===== config.mk =====
export PLATFORM = sky130hd
export DESIGN_NAME = dq_cal_pipe
export DESIGN_NICKNAME = d
export VERILOG_FILES = /design/src/rtl/dq_pkg.sv /design/src/rtl/dq_sat_mult.sv /design/src/rtl/dq_cal_pipe.sv
export SDC_FILE = /design/constraint.sdc
export NUM_CORES = 1
export LEC_CHECK = 0
export CAP_MARGIN = 20
export CORE_ASPECT_RATIO = 1.4
export CORE_MARGIN = 4
export CORE_UTILIZATION = 40
export CTS_CLUSTER_SIZE = 20
export DETAILED_ROUTE_END_ITERATION = 8
export GPL_TIMING_DRIVEN = 0
export PLACE_DENSITY = 0.56
export SKIP_LAST_GASP = 1
export SLEW_MARGIN = 10
export SYNTH_ARGS = -nofsm -noshare
export SYNTH_HDL_FRONTEND = slang
export SYNTH_SLANG_ARGS = --single-unit
export TNS_END_PERCENT = 50

===== constraint.sdc =====
create_clock -name clk -period 6.3 [get_ports clk]
set_clock_uncertainty 0.15 [all_clocks]
set_input_delay 1.575 -clock clk [delete_from_list [all_inputs] [get_ports clk]]
set_output_delay 1.575 -clock clk [all_outputs]
set_load 0.02 [all_outputs]

===== src/rtl/dq_pkg.sv =====
// Shared constants, helper functions and types for the dq error-term pipeline.
package dq_pkg;

   localparam int unsigned DefN   = 16;
   localparam int unsigned DefNch = 4;

   typedef logic [DefNch*DefN-1:0] term_vec_t;

   function automatic int unsigned clog2(input int unsigned v);
      int unsigned r;
      r = 0;
      for (int unsigned p = 1; p < v; p = p << 1) begin
         r++;
      end
      return r;
   endfunction

   function automatic longint sat_max(input int unsigned n);
      return (64'sd1 <<< (n - 1)) - 64'sd1;
   endfunction

   function automatic longint sat_min(input int unsigned n);
      return -(64'sd1 <<< (n - 1));
   endfunction

endpackage


===== src/rtl/dq_sat_mult.sv =====
// Last two pipeline stages: full-width multiply, then shift by Q and saturate to N bits.
// Define DQ_CAL_ROUND_EN to round half up before the shift instead of truncating.
module dq_sat_mult
   import dq_pkg::*;
#(
   parameter int unsigned W = 19,
   parameter int unsigned N = 16,
   parameter int unsigned Q = 8
) (
   input  logic                clk,
   input  logic                rst,
   input  logic                en_mul_i,
   input  logic                en_out_i,
   input  logic signed [W-1:0] diff_i,
   input  logic signed [N-1:0] dh_i,
   output logic signed [N-1:0] dq_o,
   output logic                ovf_o
);

   localparam int unsigned P = W + N;
   localparam logic signed [P:0] SatMax = (P + 1)'(sat_max(N));
   localparam logic signed [P:0] SatMin = (P + 1)'(sat_min(N));
`ifdef DQ_CAL_ROUND_EN
   localparam logic signed [P:0] Half = (P + 1)'(1) << (Q - 1);
`endif

   logic signed [P-1:0] raw_q;
   logic signed [P:0]   adj;
   logic signed [P:0]   shr;
   logic signed [N-1:0] dq_d;
   logic                ovf_d;

   always_ff @(posedge clk) begin
      if (en_mul_i) begin
         raw_q <= P'(diff_i) * P'(dh_i);
      end
   end

   // One guard bit above the product so the rounding add cannot wrap.
   always_comb begin
      adj = {raw_q[P-1], raw_q};
`ifdef DQ_CAL_ROUND_EN
      adj = adj + Half;
`endif
      shr   = adj >>> Q;
      dq_d  = shr[N-1:0];
      ovf_d = 1'b0;
      if (shr > SatMax) begin
         dq_d  = SatMax[N-1:0];
         ovf_d = 1'b1;
      end else if (shr < SatMin) begin
         dq_d  = SatMin[N-1:0];
         ovf_d = 1'b1;
      end
   end

   always_ff @(posedge clk) begin
      if (rst) begin
         dq_o  <= '0;
         ovf_o <= 1'b0;
      end else if (en_out_i) begin
         dq_o  <= dq_d;
         ovf_o <= ovf_d;
      end
   end

endmodule


===== src/rtl/dq_cal_pipe.sv =====
// dq = (sum of NCH terms - rq) * dh, pipelined with latency clog2(NCH)+3 and saturating output.
// Optional rounding before the final shift is enabled by defining DQ_CAL_ROUND_EN.
module dq_cal_pipe
   import dq_pkg::*;
#(
   parameter int unsigned N   = 16,
   parameter int unsigned Q   = 8,
   parameter int unsigned NCH = 4
) (
   input  logic             clk,
   input  logic             rst,
   input  logic             in_valid,
   input  logic [NCH*N-1:0] d_in,
   input  logic [N-1:0]     rq,
   input  logic [N-1:0]     dh,
   input  logic             clr_sticky,
   output logic             out_valid,
   output logic [N-1:0]     dq_out,
   output logic             ovf,
   output logic             ovf_sticky
);

   localparam int unsigned S = clog2(NCH);
   localparam int unsigned W = N + S + 1;

   logic [S+3:1] vld_q;
   logic [S+3:1] en;
   logic         sticky_q;
   logic         sticky_d;

   // en[k] is the load enable of stage k's data registers.
   assign en = {vld_q[S+2:1], in_valid};

   always_ff @(posedge clk) begin
      if (rst) begin
         vld_q <= '0;
      end else begin
         vld_q <= en;
      end
   end

   // Heap-ordered tree: leaves at NCH..2*NCH-1, node i sums nodes 2i and 2i+1, root is node 1.
   logic signed [W-1:0] node [1:2*NCH-1];

   for (genvar j = 0; j < NCH; j++) begin : g_leaf
      assign node[NCH+j] = {{(W-N){d_in[j*N+N-1]}}, d_in[j*N +: N]};
   end

   for (genvar i = 1; i < NCH; i++) begin : g_node
      localparam int unsigned Lvl = S + 1 - clog2(i + 1);
      logic signed [W-1:0] sum_q;
      always_ff @(posedge clk) begin
         if (en[Lvl]) begin
            sum_q <= node[2*i] + node[2*i+1];
         end
      end
      assign node[i] = sum_q;
   end

   logic signed [N-1:0] rq_q [1:S];
   logic signed [N-1:0] dh_q [1:S+1];
   logic signed [W-1:0] diff_q;

   always_ff @(posedge clk) begin
      if (en[1]) begin
         rq_q[1] <= rq;
         dh_q[1] <= dh;
      end
      for (int k = 2; k <= S; k++) begin
         if (en[k]) rq_q[k] <= rq_q[k-1];
      end
      for (int k = 2; k <= S + 1; k++) begin
         if (en[k]) dh_q[k] <= dh_q[k-1];
      end
      if (en[S+1]) begin
         diff_q <= node[1] - {{(W-N){rq_q[S][N-1]}}, rq_q[S]};
      end
   end

   dq_sat_mult #(
      .W (W),
      .N (N),
      .Q (Q)
   ) u_sat_mult (
      .clk      (clk),
      .rst      (rst),
      .en_mul_i (en[S+2]),
      .en_out_i (en[S+3]),
      .diff_i   (diff_q),
      .dh_i     (dh_q[S+1]),
      .dq_o     (dq_out),
      .ovf_o    (ovf)
   );

   assign out_valid = vld_q[S+3];

   // A new overflow wins over a simultaneous clear.
   assign sticky_d = (sticky_q & ~clr_sticky) | (out_valid & ovf);

   always_ff @(posedge clk) begin
      if (rst) begin
         sticky_q <= 1'b0;
      end else begin
         sticky_q <= sticky_d;
      end
   end

   assign ovf_sticky = sticky_q;

endmodule


After elaboration in Yosys (flattened, before gate mapping). Memory sizes are Yosys's and may differ from the RTL's. Cells that the tools add are included.

Bitwise operators: 4. $mul: 1. $lt $le $gt $ge: 2. Multiplexer cells: 10. Add/subtract/negate cells: 4.

Operators by type and width (number): $mul 19x16->35 (1); $add 16x16->17 (2); $mux 16 (2); $gt 27x16->1 const B (1); $lt 27x16->1 const B (1); $add 19x19->19 (1); $sub 19x19->19 (1); $mux 1 (8); $and 1x1->1 (2); $not 1->1 (1); $or 1x1->1 (1).

Memories: 2. Output and inout port bits: 19. Register bits after elaboration: 134. Logic and storage cells: 32. Input bits: 100. RAM bits: 80.

Memory list: dh_q (depth 3, bits a word 16, rd ports 3, clocked after Yosys merged registers in 0, write ports 3, line dq_cal_pipe.sv:61) `logic signed [N-1:0] dh_q [1:S+1];`; rq_q (depth 2, bits a word 16, rd ports 2, clocked after Yosys merged registers in 0, write ports 2, line dq_cal_pipe.sv:60) `logic signed [N-1:0] rq_q [1:S];`.

Longest topological paths before layout. Gate-level depths: netlist of the first run.

Depth in word-level cells: 3. Gate-level depth with buffers: 23. Depth with buffers taken out: 21.

Cells and area by module. Synthesis of the first run repeated with hierarchy kept, for this count alone.

Cell total of the unflattened synthesis: 1881. Area total of the unflattened synthesis: 20201.9 um2.

Modules (own cells, without submodules): dq_sat_mult (area each 12540.8 um2, sequential area each 1151.1 um2, cells an instance 1324, instances 1); dq_cal_pipe (area each 7661.1 um2, sequential area each 4684.5 um2, cells an instance 557, instances 1).

Worst setup path before layout of the first run. OpenSTA, ideal clock, no wires.

Path type: register to register. From: register dh_q[0][55] (netlist name). To: register u_sat_mult.raw_q[34], data pin. Stages on the path, launching flop included: 22. Required time: 5.890 ns. Clock period less this slack: 6.343 ns. Setup slack: -0.043 ns. Buffers on the path: 2. Library setup time: 0.260 ns. Arrival time: 5.933 ns. Path through: edfxtp_1 clkbuf_1 clkbuf_1 nand2_1 fa_1 inv_1 fa_1 fa_1 fa_1 fa_1 inv_1 fa_1 inv_1 ha_1 a21o_1 a21o_1 a31o_1 or4_4 a31oi_4 o311ai_2 a31oi_1 xnor2_1.

RTL lines: end signal, assigned (line dq_sat_mult.sv:35) `raw_q <= P'(diff_i) * P'(dh_i);`; end, declared (line dq_sat_mult.sv:27) `logic signed [P-1:0] raw_q;`.

==> results of run 1 <==
[worst reg2reg max path, stage by stage (launching register included)]
cell      delay (ns)
edfxtp_1        0.47
buf_4           0.18
buf_6           0.14
and2_1          0.17
fa_1            0.38
inv_1           0.09
fa_2            0.46
fa_2            0.55
inv_2           0.05
fa_2            0.46
fa_1            0.49
inv_1           0.05
fa_1            0.47
inv_1           0.04
ha_2            0.19
a21o_1          0.18
a21o_1          0.20
a31o_4          0.24
or4_4           0.44
a31oi_4         0.18
buf_12          0.15
o311ai_4        0.10
a31oi_1         0.22
xnor2_1         0.09
[power groups by stage]
stage | logic [mW] | clock network (mW) | registers, mW
global placement | 8.12 | 0 | 2.28
CTS | 9.49 | 1.23 | 2.24
floorplan | 6.57 | 0 | 2.25
finish | 9.84 | 1.18 | 2.24
global route | 11.0 | 1.27 | 2.26
detailed placement | 8.33 | 0 | 2.28
[cell families (layout without fill, tap and decap cells)]
logic type | after synthesis | in the layout | share of synthesized area
XOR/XNOR | 84 | 84 | 0.0362
AND/OR/NAND/NOR | 530 | 530 | 0.130
flip-flops | 202 | 202 | 0.287
AO/OA/AOI/OAI | 194 | 194 | 0.0655
adder cells (fa/ha/maj) | 459 | 459 | 0.395
buffers and inverters | 465 | 692 | 0.0858
[routing by layer]
metal / track usage / routed length [um] / up-vias
met2: 0.347 / 25500 / 336
met1: 0.203 / 18400 / 6793
met3: 0.0232 / 2500 / 109
li1: - / - / 6525
met5: 0 / 0 / -
met4: 0.0684 / 2380 / 0
[state kept, by name (all words and copies together), names as in the netlist]
name              count
g_node.sum_q         53
dh_q                 48
rq_q                 32
u_sat_mult.raw_q     27
diff_q               19
u_sat_mult.dq_o      16
vld_q                 5
ovf_sticky            1
u_sat_mult.ovf_o      1
[worst paths after layout]
kind                                   from                    to  slack (ns)  cells after the start
worst max-delay path            dh_q[0][53]  u_sat_mult.raw_q[34]       -0.11                     23
worst min-delay path            dh_q[0][33]           dh_q[0][49]        0.27                      0
worst max register to register  dh_q[0][53]  u_sat_mult.raw_q[34]       -0.11                     23
worst min register to register  dh_q[0][33]           dh_q[0][49]        0.27                      0
[cell usage after synthesis, types with 11 or more instances]
cell type and count:
o21a_1 16, ha_1 152, nand2b_1 32, a21oi_1 56, nor3_1 29, nor2b_1 17
inv_1 415, o21ai_0 37, nand3_1 21, and2_1 147, xor2_1 19, a21o_1 11
fa_1 307, dfxtp_1 23, edfxtp_1 179, xnor2_1 65, nand2_1 177, nor2_1 71
clkbuf_1 48
[cell usage in the layout, fill, tap and decap left out, types with 8 or more instances in the layout]
cell type,count
ha_1,144
inv_1,408
clkbuf_1,11
xnor2_1,65
edfxtp_1,179
o21ai_0,37
nand3_1,21
a21oi_1,52
buf_4,70
clkinv_1,9
nor2_1,70
fa_2,19
dfxtp_1,21
clkbuf_4,12
and3_1,9
nor3_1,29
nand2_1,175
o21a_1,16
o21bai_1,9
a21o_1,11
and2_1,145
clkbuf_16,22
fa_1,288
clkdlybuf4s50_1,117
buf_6,8
nand2b_1,32
xor2_1,19
nor2b_1,17
clkbuf_8,10
[stage by stage]
stage	cell area, um^2	std cells	worst slack [ns]
6_report	24100	2804	-0.112
4_1_cts	23900	2793	-0.140
3_5_place_dp	22400	2699	-1.22
2_1_floorplan	20400	1934	0.000607
5_1_grt	24100	2804	-0.263
3_3_place_gp	22300	2695	-1.16
[repair_timing]
item | CTS | global route
gates cloned | 1 | 0
pin swaps | 20 | 15
buffers inserted | 62 | 13
gates resized for setup | 117 | 29
setup endpoints to repair | 22 | 21
[final cells by class]
| cell class | instances | area [um^2] |
|---|---|---|
| flip-flops and latches | 202 | 5840 |
| multi-input cells | 1267 | 13000 |
| inverters | 415 | 1560 |
| clock buffers | 26 | 566 |
| plain buffers | 40 | 340 |
| fillers | 4735 | 26100 |
| clock inverters | 13 | 93.8 |
| repair buffers | 198 | 1900 |
| well taps | 643 | 805 |
==> metrics.md, run 1 <==
| Metric | Value |
|---|---|
| Status | `finished with violations` |
| Failing checks | `negative setup slack` |
| Final ANT Viol Nets | `0` |
| CTS buffer count | `22` |
| Ports | `between 100 and 150` |
| Total negative slack | `-0.435 ns` |
| Slew @ Worst Pin | `0.950 ns` |
| Crit path required time | `6.40 ns` |
| Final Util | `0.480` |
| Clock latency on the worst-skew pair | `0.53 ns` |
| CTS root buffer | `clkbuf_16` |
| Core area | `50200 um^2` |
| Width of the die | `~200 um` |
| Slowest cell on crit path | `fa_2` |
| Clock transition at path regs | `0.06 ns` |
| Final setup fails | `9` |
| Kind of critical path | `reg -> reg` |
| Via count | `13800` |
| Fraction of registers with async set/reset | `0` |
| Clock buffer depth | `3` |
| Worst path top cell family by delay | `adder cells` |
| Std-Cell Rows | `97` |
| Via density | `4.91` |
| Cell area after synthesis | `slightly above 20000 um^2` |
| Clock sink count | `202` |
| Achievable frequency | `156 MHz` |
| Register area share after synthesis | `0.287` |
| Crit-path max FO | `9` |
| # DRC | `0` |
| Top post-synthesis cells by area | `fa_1, edfxtp_1, ha_1, inv_1, and2_1` |
| Max-cap viol count | `0` |
| NumNets Final | `2705` |
| Hold-fix buffers, CTS | `0` |
| Combinational Power Share | `0.742` |
| GPL Wtd Cong | `around 0.95` |
| Syn avg cell area | `10.5 um^2` |
| Pint | `~7.4 mW` |
| Initial antenna violation count | `0` |
| First-pass GRT wire length | `77700 um` |
| Initial Utilization | `0.405` |
| Fraction of layout cells with a size suffix above 1 | `0.0953` |
| Yosys reg bits | `202` |
| Max stage delay on crit path | `between 0.5 and 0.6 ns` |
| Die Y | `275 um` |
| Iter 0 DRT Violations | `roughly 550` |
| Area growth from synthesis to layout | `18.5%` |
| Overall Power | `around 13 mW` |
| Gr usage total | `0.181` |
| Final Hold Fails | `0` |
| Fin crit period | `6.41 ns` |
| Clk pwr share | `0.089` |
| Startpoint type of the worst setup path | `flop` |
| Mapped Cells | `1934` |
| Yosys warns | `0` |
| Sw Share | `0.441` |
| Slew margin rel. | `0.364` |
| Top_reg_cell synth | `edfxtp_1` |
| Post-synth top area share | `0.302` |
| DP Wirelength | `38600 um` |
| TritonCTS clock tree | `yes` |
| CP arrival | `roughly 6.5 ns` |
| Grt total ovfl | `0` |
| Vias in the first global route | `14900` |
| Critical-path cell list | `buf_4 -> buf_6 -> and2_1 -> fa_1 -> inv_1 -> fa_2 -> fa_2 -> inv_2 -> fa_2 -> fa_1 -> inv_1 -> fa_1 -> inv_1 -> ha_2 -> a21o_1 -> a21o_1 -> a31o_4 -> or4_4 -> a31oi_4 -> buf_12 -> o311ai_4 -> a31oi_1 -> xnor2_1` |
| Min-delay worst type | `reg -> reg` |
| Antenna diodes | `0` |
| Power Dens Cells | `around 550 nW/um^2` |
| Count of cell types in the netlist | `between 60 and 70` |
| Sequential Power Share | `0.169` |
| Post-synth net total | `2493` |
| Tcrit/Tclk final | `1.02` |
| Max rail drop VDD | `0.000556 V` |
| Final Slew Violations | `0` |
| Area leader, netlist | `fa_1` |
| Worst path buffer plus inverter count | `7` |
| RSZ-0062 raised after global routing | `yes` |
| EDFF count, synth | `179` |
| Worst setup margin | `-0.112 ns` |
| Switch Pwr | `5.85 mW` |
| H-Tree Depth | `1` |
| Final WL | `approximately 50000 um` |
| Pin count of the biggest net entering global routing | `62` |
| WHS | `about 0.27 ns` |
| Worst setup EP type | `flop` |
| DR WL/cell | `17.4 um` |
| IO buf count | `approximately 120` |
| Area of the die | `54600 um^2` |
| Leakage | `10.7 nW` |
| DR pass1 iterations | `5` |
Note: power is estimated with default switching activity, not from simulation.
==> inputs of run 2 (changes only) <==
--- a/constraint.sdc
+++ b/constraint.sdc
@@ -4,2 +4,2 @@
 set_output_delay 1.575 -clock clk [all_outputs]
-set_load 0.02 [all_outputs]
+set_load 0.01 [all_outputs]
==> results of run 2 <==
The final DEF is identical to that of run 1. Status: finished with violations: negative setup slack.
==> inputs of run 3 (changes only) <==
Settings changed: CAP_MARGIN 20 to unset, CORE_UTILIZATION 40 to 56, GPL_TIMING_DRIVEN 0 to 1, PLACE_DENSITY 0.56 to 0.76.
==> run 3 against run 2 <==
Effect of this change:
- the run still ends with negative setup slack left
- power shrank 1.7%
- fmax grew 1.8%
- sequential share of layout area grew 0.31 points
- clock power grew 9%
- first-iteration DRC count shrank 9.6%
- critical path depth shrank 3
- via count grew 0.39%
- core utilization grew 18 points
- largest power group unchanged
==> metrics.md, run 3 (synthesis gave the netlist of run 1 again) <==
| Metric | Value |
|---|---|
| CP arrival | `6.42 ns` |
| Fraction of layout cells with a size suffix above 1 | `0.0985` |
| Area of the die | `39500 um^2` |
| Achievable frequency | `159 MHz` |
| Overall Power | `13.0 mW` |
| WHS | `approximately 0.27 ns` |
| GPL Wtd Cong | `0.925` |
| H-Tree Depth | `1` |
| DR WL/cell | `15.9 um` |
| Worst setup margin | `-0.00109 ns` |
| Worst path buffer plus inverter count | `5` |
| Vias in the first global route | `15200` |
| Power Dens Cells | `approximately 550 nW/um^2` |
| Sw Share | `0.428` |
| Layout Cells excl Fill | `2625` |
| Final WL | `41700 um` |
| Startpoint type of the worst setup path | `flop` |
| Metal-1 WL | `15300 um` |
| Worst path top cell family by delay | `adder cells` |
| Final Slew Violations | `0` |
| Most common cell after layout, fill and taps aside | `inv_1` |
| Hold-fix buffers, CTS | `0` |
| # DRC | `0` |
| Slew @ Worst Pin | `roughly 1.1 ns` |
| CTS root buffer | `clkbuf_16` |
| Crit path required time | `6.42 ns` |
| Gr usage total | `0.219` |
| Clk pwr share | `0.099` |
| Status | `finished with violations` |
| NumNets Final | `2706` |
| Via count | `13800` |
| Crit-path max FO | `6` |
| Worst setup EP type | `flop` |
| CTS buffer count | `22` |
| Failing checks | `negative setup slack` |
| Cells after DPL | `about 2500` |
| Worst path most repeated cell | `fa_1` |
| Most frequent cells in the layout | `inv_1, fa_1, edfxtp_1` |
| TritonCTS clock tree | `yes` |
| RSZ-0062 raised after global routing | `yes` |
| Fin crit period | `~6.3 ns` |
| DR top layer | `met4` |
| Met3 WL | `2050 um` |
| Slowest cell on crit path | `fa_1` |
| Width of the die | `roughly 170 um` |
| Sequential Power Share | `0.172` |
| Largest reg by FF count | `g_node.sum_q` |
| Critical-path cell list | `buf_6 -> nand2_1 -> fa_1 -> inv_1 -> fa_1 -> fa_2 -> fa_1 -> fa_1 -> inv_1 -> fa_1 -> inv_1 -> ha_4 -> a21o_1 -> a31o_1 -> or4_4 -> a31oi_4 -> buf_4 -> o31ai_4 -> a21oi_1 -> xnor2_1` |
| Std-Cell Rows | `just over 80` |
| Pint | `7.45 mW` |
| IO buf count | `118` |
| Clock transition at path regs | `0.07 ns` |
| Clock sink count | `202` |
| Pin count of the biggest net entering global routing | `68` |
| Slew margin rel. | `0.233` |
| Clock latency on the worst-skew pair | `0.53 ns` |
| Kind of critical path | `reg -> reg` |
| Final setup fails | `1` |
| Met2 wire len | `22900 um` |
| Final ANT Viol Nets | `0` |
| Clock buffer depth | `3` |
| Ports | `119` |
| Grt total ovfl | `0` |
| Final Hold Fails | `0` |
| Max reg flops | `53` |
| Max stage delay on crit path | `0.55 ns` |
| Die Y | `234 um` |
| Antenna diodes | `0` |
| First-pass GRT wire length | `70500 um` |
| Dpl ws | `-0.0399 ns` |
| Leakage | `10.7 nW` |
| Via density | `~5.3` |
| Iter 0 DRT Violations | `approximately 500` |
| Area growth from synthesis to layout | `16.9%` |
| Max-cap viol count | `0` |
| Initial antenna violation count | `0` |
| DP Wirelength | `34600 um` |
| Initial Utilization | `0.568` |
| Combinational Power Share | `0.730` |
| Max rail drop VDD | `just under 0.0005 V` |
| Final Util | `0.665` |
| Core area | `35800 um^2` |
| DR pass1 iterations | `5` |
| Largest regs | `g_node.sum_q x53, dh_q x48, rq_q x32` |
| Switch Pwr | `between 5 and 6 mW` |
| Min-delay worst type | `reg -> reg` |
| Tcrit/Tclk final | `1.00` |
==> run 3: per-layer routing <==
metal  global-route usage  vias to the layer above
li1                     -                     6514
met1                0.243                     6818
met2                0.426                      381
met3               0.0278                      104
met4               0.0745                        0
met5                    0                        -
==> run 3: path summary, 6_finish.rpt <==
| path | startpoint | to | slack (ns) | depth (start not counted) |
|---|---|---|---|---|
| setup / recovery | diff_q[8] | u_sat_mult.raw_q[27] | -0.001 | 20 |
| hold / removal | rq_q[1][13] | rq_q[2][13] | 0.27 | 0 |
| setup reg to reg | diff_q[8] | u_sat_mult.raw_q[27] | -0.001 | 20 |
| hold reg to reg | rq_q[1][13] | rq_q[2][13] | 0.27 | 0 |
==> run 3: through the flow <==
stage	setup TNS, ns	cell area [um^2]
after CTS	-0.0143	23500
after floorplan	0	20400
final	-0.00109	23800
after global placement	0	22600
after detailed placement	-0.0783	22600
after global routing	-0.992	23800
==> run 3: repair_timing <==
| item | 4_1_cts | 5_1_grt |
|---|---|---|
| endpoints found under the hold margin | 0 | 0 |
| endpoints found under the setup margin | 4 | 20 |
| pin swaps | 16 | 25 |
| buffers inserted | 20 | 16 |
| gates resized for setup | 14 | 38 |
==> run 3: layout make-up <==
cell class / count / area, um^2
flip-flops and latches: 202 / 5840
fillers: 2703 / 12000
inverters: 415 / 1560
repair buffers: 239 / 2140
clock buffers: 30 / 632
well taps: 462 / 578
multi-input cells: 1267 / 12900
clock inverters: 10 / 108
==> run 3: power groups by stage <==
| stage | Sequential [mW] | Clock (mW) | Combinational (mW) |
|---|---|---|---|
| final | 2.24 | 1.29 | 9.51 |
| after global routing | 2.26 | 1.39 | 10.8 |
| after CTS | 2.24 | 1.32 | 8.98 |
| after detailed placement | 2.27 | 0 | 8.81 |
| after global placement | 2.27 | 0 | 8.44 |
| after floorplan | 2.25 | 0 | 6.57 |
